`src/rtl/instr_mem_fetch.sv`:
```
// instr_mem_fetch: registered instruction memory with valid/ready fetch port, program-load port
// and a post-reset clear sweep that fills every entry with INIT_WORD.
module instr_mem_fetch #(
  parameter int DATA_W = 32,
  parameter int ADDR_W = 32,
  parameter int DEPTH = 64,
  parameter int BYTE_ADDR = 1,
  parameter logic [DATA_W-1:0] INIT_WORD = 'h13
) (
  input  logic              clk,
  input  logic              rst_n,
  input  logic              req_valid,
  output logic              req_ready,
  input  logic [ADDR_W-1:0] req_addr,
  output logic              rsp_valid,
  input  logic              rsp_ready,
  output logic [DATA_W-1:0] rsp_data,
  output logic              rsp_err,
  input  logic              prog_en,
  output logic              prog_ready,
  input  logic [ADDR_W-1:0] prog_addr,
  input  logic [DATA_W-1:0] prog_data,
  output logic              busy
);
  localparam int IW = $clog2(DEPTH);
  typedef enum logic {CLEAR, RUN} state_t;
  state_t state, state_nx;
  logic [IW-1:0] clr_cnt;
  logic [DATA_W-1:0] mem [DEPTH];
  logic [ADDR_W-1:0] ridx, pidx;
  logic rerr, perr, accept;
  assign ridx = BYTE_ADDR != 0 ? req_addr >> 2 : req_addr;
  assign pidx = BYTE_ADDR != 0 ? prog_addr >> 2 : prog_addr;
  assign rerr = ridx >= ADDR_W'(DEPTH) || (BYTE_ADDR != 0 && req_addr[1:0] != 2'b00);
  assign perr = pidx >= ADDR_W'(DEPTH) || (BYTE_ADDR != 0 && prog_addr[1:0] != 2'b00);
  assign accept = req_valid && req_ready;
  always_comb begin
    state_nx = (state == CLEAR && clr_cnt == IW'(DEPTH - 1)) ? RUN : state;
    busy = state == CLEAR;
    prog_ready = state == RUN;
    req_ready = state == RUN && !prog_en && (!rsp_valid || rsp_ready);
  end
  // The array has no reset; the sweep provides its defined contents.
  always_ff @(posedge clk) begin
    if (busy)
      mem[clr_cnt] <= INIT_WORD;
    else if (prog_en && !perr)
      mem[pidx[IW-1:0]] <= prog_data;
  end
  always_ff @(posedge clk or negedge rst_n) begin
    if (!rst_n) begin
      state <= CLEAR;
      clr_cnt <= '0;
      rsp_valid <= 1'b0;
      rsp_err <= 1'b0;
      rsp_data <= INIT_WORD;
    end else begin
      state <= state_nx;
      clr_cnt <= busy ? clr_cnt + 1'b1 : '0;
      if (accept) begin
        rsp_valid <= 1'b1;
        rsp_err <= rerr;
        rsp_data <= rerr ? INIT_WORD : mem[ridx[IW-1:0]];
      end else if (rsp_ready) begin
        rsp_valid <= 1'b0;
      end
    end
  end
endmodule
```
`config.mk`:
```
export PLATFORM = sky130hd
export DESIGN_NAME = instr_mem_fetch
export DESIGN_NICKNAME = d
export VERILOG_FILES = /design/src/rtl/instr_mem_fetch.sv
export SDC_FILE = /design/constraint.sdc
export NUM_CORES = 2
export LEC_CHECK = 0
export CORE_UTILIZATION = 24
export CTS_CLUSTER_SIZE = 25
export DETAILED_ROUTE_END_ITERATION = 16
export PLACE_DENSITY = 0.47
export SLEW_MARGIN = 20
export SYNTH_ARGS = -nofsm -noshare
export SYNTH_HDL_FRONTEND = slang
export SYNTH_SLANG_ARGS = --single-unit
```
`constraint.sdc`:
```
create_clock -name clk -period 5.2 [get_ports clk]
set_input_delay 1.04 -clock clk [delete_from_list [all_inputs] [get_ports clk]]
set_output_delay 1.04 -clock clk [all_outputs]
set_load 0.05 [all_outputs]
```
Word level (Yosys, flattened, before mapping)
Memory sizes are Yosys's and may differ from the RTL's.
Index checks and enable logic that the tools add are counted.
W data, S select, Z words.
{ "op_classes": {"addsub": 1, "multipliers": 0, "div": 0, "n_lt_le_gt_ge": 2, "eq_ne": 1, "shifts": 0, "muxes": 11, "n_bitwise": 1, "reduce_logical": 15} }
{ "ops": {"columns": ["operator", "count"], "rows": [
  ["$mux W32", 2],
  ["$ge A30 B7 Y1 const B", 2],
  ["$reduce_or A32 Y1", 1],
  ["$mux W6", 2],
  ["$mux W1", 7],
  ["$add A6 B1 Y6 const B", 1],
  ["$eq A6 B6 Y1 const B", 1],
  ["$reduce_bool A2 Y1", 3],
  ["$logic_and A1 B1 Y1", 5],
  ["$logic_not A1 Y1", 3],
  ["$logic_or A1 B1 Y1", 3],
  ["$not A1 Y1", 1]
]} }
{ "totals": {"ff_bits": 41, "latch_bits": 0, "ramBits": 2048, "mem_bits_ro": 0, "output_inout_bits": 37, "elab_cells": 37, "memories": 1} }
{ "mem_list": {"columns": ["memory", "depth", "width", "rd", "rd_clocked_by_memory_dff", "wr", "line_no", "text"], "rows": [
  ["mem", 64, 32, 1, 0, 1, "29", "logic [DATA_W-1:0] mem [DEPTH];"]
]} }

Longest topological paths before layout
{ "depth": {"ltp_word": 9, "ltp_mapped": 10} }

Least setup slack after synthesis
Ideal clock, no wire load.
{ "synth_path": {"path_kind": "input port to flip-flop", "start": "in prog_addr[24]", "end": "mem mem[41][0] (enable)", "setup_ns": 0.502, "arrival_ns": 5.725, "setup_slack_ns": -1.026, "cell_stages": 6, "n_path_buf": 0, "cell_sequence": "nor4_2 > nand4_1 > nor3_4 > mux2i_1 > nand2_1 > nor4_1"} }
{ "synth_via": {"elab_chain_cells": 9, "elab_cells_between_ends": 10, "cone_classes": "1 x order compare; 5 x mux; 4 x reduce/logical"} }
{ "synth_rtl": {"columns": ["element", "line_no", "text"], "rows": [
  ["start, declared", "21", "input logic [ADDR_W-1:0] prog_addr,"],
  ["$ge A30 B7 Y1 (*)", "35", "assign perr = pidx >= ADDR_W'(DEPTH) || (BYTE_ADDR != 0 && prog_addr[1:0] != 2'b00);"],
  ["$logic_or A1 B1 Y1 (*)", "35", null],
  ["$logic_not A1 Y1 (*)", "47", "else if (prog_en && !perr)"],
  ["$logic_and A1 B1 Y1 (*)", "47", null],
  ["$mux W1 (*)", "47", null],
  ["$mux W1 (*)", "45", "if (busy)"],
  ["$mux W1 (not written as such) (*)", "48", "mem[pidx[IW-1:0]] <= prog_data;"],
  ["$reduce_or A32 Y1 (no source line)", null, null],
  ["$mux W6 (no source line) or $mux W1 (tied branches)", null, null],
  ["end, declared", "29", null]
]} }
Mark *: on every way between the ends. The rest lies on a longest branch, timed or not.

Worst setup path in the final report
{ "layout_path": {"start": "reg state, in the netlist prog_ready", "end": "out req_ready"} }
{ "layout_via": {"elab_chain_cells": 2} }
{ "layout_rtl": {"columns": ["element", "line_no", "text"], "rows": [
  ["start, declared", "27", "state_t state, state_nx;"],
  ["start signal, assigned", "58", "state <= state_nx;"],
  ["$logic_and A1 B1 Y1 (2 in a row)", "41", "req_ready = state == RUN && !prog_en && (!rsp_valid || rsp_ready);"],
  ["end, declared", "13", "output logic req_ready,"]
]} }
No other way between the ends.

==> results.md <==
- Via/cell ratio: 4.52
- CTS resizes: 0
- Commonest cells post-synth: edfxtp_1, mux4_2, a22oi_1, clkbuf_1, buf_2
- GRT Residual Overflow: 0
- Post-DP HPWL: 139000 um
- Routed wire per std cell: 27.2 um
- Synth area leader: edfxtp_1
- Power Dens Cells: 352 nW/um^2
- Critical path peak fanout: 15
- Cell Area, Synth: about 80000 sq um
- First-pass GRT wire length: 319000 um
- Iter 0 DRT Violations: between 3k and 4k
- Seq pwr share: 0.538
- Crit. End Element: primary output
- Hold bufs inserted after CTS: 1
- HP Start: clr_cnt[0]$_DFF_PN0_
- Cell count after synthesis: 3416
- Layout cells sized above 1: 0.306
- Final number of hold-violating endpoints: 0
- Critical Path Slowest Stage Cell: clkdlybuf4s50_1
- Fill count: 32.2k
- Clock Skew: 42.2 ps
- Vias in the first global route: roughly 40k
- Final setup TNS: 0 ps
- Switching share of power: 0.207
- Clock tree buffer depth: 3
- Area grow syn2layout: 20.4%
- Post-synth EDFFs: 2048
- First-pass detailed-route iteration total: 5
- Pin count of the biggest net entering global routing: 65
- IO Port Bufs: between 100 and 150
- Post-CTS setup buffers: 0
- Arrival time worst endpoint: about 2900 ps
- Highest clock rate: approximately 0.26 GHz
- Final slew viol count: 0
- RSZ-0062 raised after global routing: false
- Peak VDD IR: 0.273 mV
- Die area: 335000 sq um
- CP Launch Type: register
- Crit Path Class: reg -> out
- Register area share after synthesis: 0.784
- Fin crit share: 0.749
- P_leak: around 27 nW
- YS warnings: 0
- Final ANT Viol Nets: 0
- Worst r2r src: prog_ready$_DFFE_PN0P_
- Gr usage total: 0.135
- Hold slack: 487 ps
- Sw power: 0.00700 W
- Post-synth top flop: edfxtp_1
- P_int: ~0.027 W
- Most common cell in the netlist: edfxtp_1
- Setup-failing EPs final: 0
- HP Class: reg -> reg
- Synthesized area per cell: 23.4 sq um
- Max-cap violations: 0
- Drt drc: 0
- Setup crit start: prog_ready$_DFFE_PN0P_
- Initial Utilization: 0.241
- H-tree depth: 4
- Die Y: between 500 and 600 um
- Num Clock Sinks: 2089
- Core area: ~330000 sq um
- Final Net Count: 3931
- Row count: 211
- GP Congestion: 0.785
- Netlist cell types: 55
- Initial antenna violation count: 16
- Insertion delay to the later sink of the worst-skew pair: 850 ps
- Delay of the slowest cell on the worst path: 840 ps
- Clk slew on worst S/H paths: ~60 ps
- Yosys reg bits: 2089
- Comb pwr share: 0.028
- Clock power frac: 0.435
- Total wire length: 228000 um
- TritonCTS clock tree: built
- Worst-Margin Slew: between 1000 and 1500 ps
- Top post-synthesis cells by area: edfxtp_1, mux4_2, dfrtp_1, a22oi_1, mux2i_1
- Critical path, cell by cell: buf_4 > clkinv_1 > nor3b_1 > clkdlybuf4s50_1
- Vias: 37.9k
- Final critical-path required period: between 3000 and 4000 ps
- Post-route cell area: 96100 sq um
- Post-Syn Nets: 3518
- Worst slew margin: 0.254
- I/O pins: 138
- FFs w/ async S/R, synth: 0.0196
- Outcome: finished, final reports clean
- Die W: 579 um
- Num CTS Buffers: ~210
- Placed cell area: around 90000 sq um
- Top-area cell type share of the netlist area: 0.771
- CP required: 4160 ps
- CTS root buf: clkbuf_16
==> stage by stage <==
step,setup slack (ps),std cells,util,total power [W]
2_1_floorplan,-1030,3416,-,0.0190
3_3_place_gp,620,7981,0.271,0.0195
3_5_place_dp,610,7983,0.271,0.0195
4_1_cts,1200,8369,0.291,0.0342
5_1_grt,1140,8370,0.291,0.0348
6_report,1310,8372,0.291,0.0338
==> worst max-delay path, delay by kind of cell, from the launching register on <==
kind	cells	cell delay [ps]
flops	1	330
simple gates	1	300
buf+inv	3	1390
==> final cells by class <==
cell class | count | area [sq um] | area share
Inverter | 4 | 15.0 | 0.000156
Clock buffer | 280 | 5640 | 0.0587
Clock inverter | 105 | 996 | 0.0104
Timing Repair Buffer | 393 | 4460 | 0.0464
Antenna cell | 3 | 7.51 | 0.0000781
Sequential cell | 2089 | 62500 | 0.651
Multi-Input combinational cell | 1132 | 17000 | 0.177
Tap cell | 4366 | 5460 | 0.0568
==> cell usage in the layout, fill, tap and decap left out, drive strengths merged, types with 4 or more instances in the layout <==
cell type,instances
a211oi,4
a21oi,21
a221o,10
a221oi,49
a22o,36
a22oi,91
and2,31
and3,4
and4,4
buf,260
bufinv,13
clkbuf,280
clkdlybuf4s50,132
clkinv,79
clkinvlp,8
dfrtp,38
edfxtp,2048
inv,9
mux2,17
mux2i,53
mux4,543
nand2,60
nand2b,26
nand3,23
nand4,10
nor2,33
nor2b,11
nor3,32
nor4,27
o22ai,19
==> power groups by stage <==
stage | clock network, W | registers, W | logic, W
after CTS | 0.0150 | 0.0182 | 0.000969
after detailed placement | 0 | 0.0186 | 0.000968
after global routing | 0.0156 | 0.0182 | 0.000983
final | 0.0147 | 0.0182 | 0.000936
after floorplan | 0 | 0.0186 | 0.000486
after global placement | 0 | 0.0186 | 0.000969
==> routing by layer <==
metal | global-route usage | up-vias | part of all wire
li1 | - | 15600 | -
met1 | 0.174 | 21100 | 0.42
met4 | 0.0293 | 0 | 0.019
met3 | 0.0198 | 227 | 0.044
met5 | 0 | - | 0
met2 | 0.239 | 923 | 0.52
==> path summary, 6_finish.rpt <==
check                                                end  slack [ps]  cells past startpoint
max in group asynchronous       rsp_data[24]$_DFFE_PN0P_        3780                      3
worst min-delay path                clr_cnt[0]$_DFF_PN0_         490                      1
worst max-delay path                           req_ready        1310                      4
min in group asynchronous       rsp_data[21]$_DFFE_PN0P_         590                      2
worst min register to register      clr_cnt[0]$_DFF_PN0_         490                      1
worst max register to register      mem[6][14]$_DFFE_PP_        1770                      8
==> cells by family after synthesis <==
kind of cell	Yosys count	share of synthesized area
AOI/OAI and AO/OA	240	0.0233
muxes	613	0.162
adders and majority gates	1	0.000157
xor gates and xnor gates	4	0.000439
buffers and inverters	195	0.0113
and+or+nand+nor	274	0.0189
DFF	2089	0.784
==> flip-flops by register name, indices dropped and copies added, names as in the netlist <==
register	count
mem	2048
clr_cnt	6
rsp_err	1
rsp_data	32
rsp_valid	1
prog_ready	1
(Power assumes the default switching activity.)
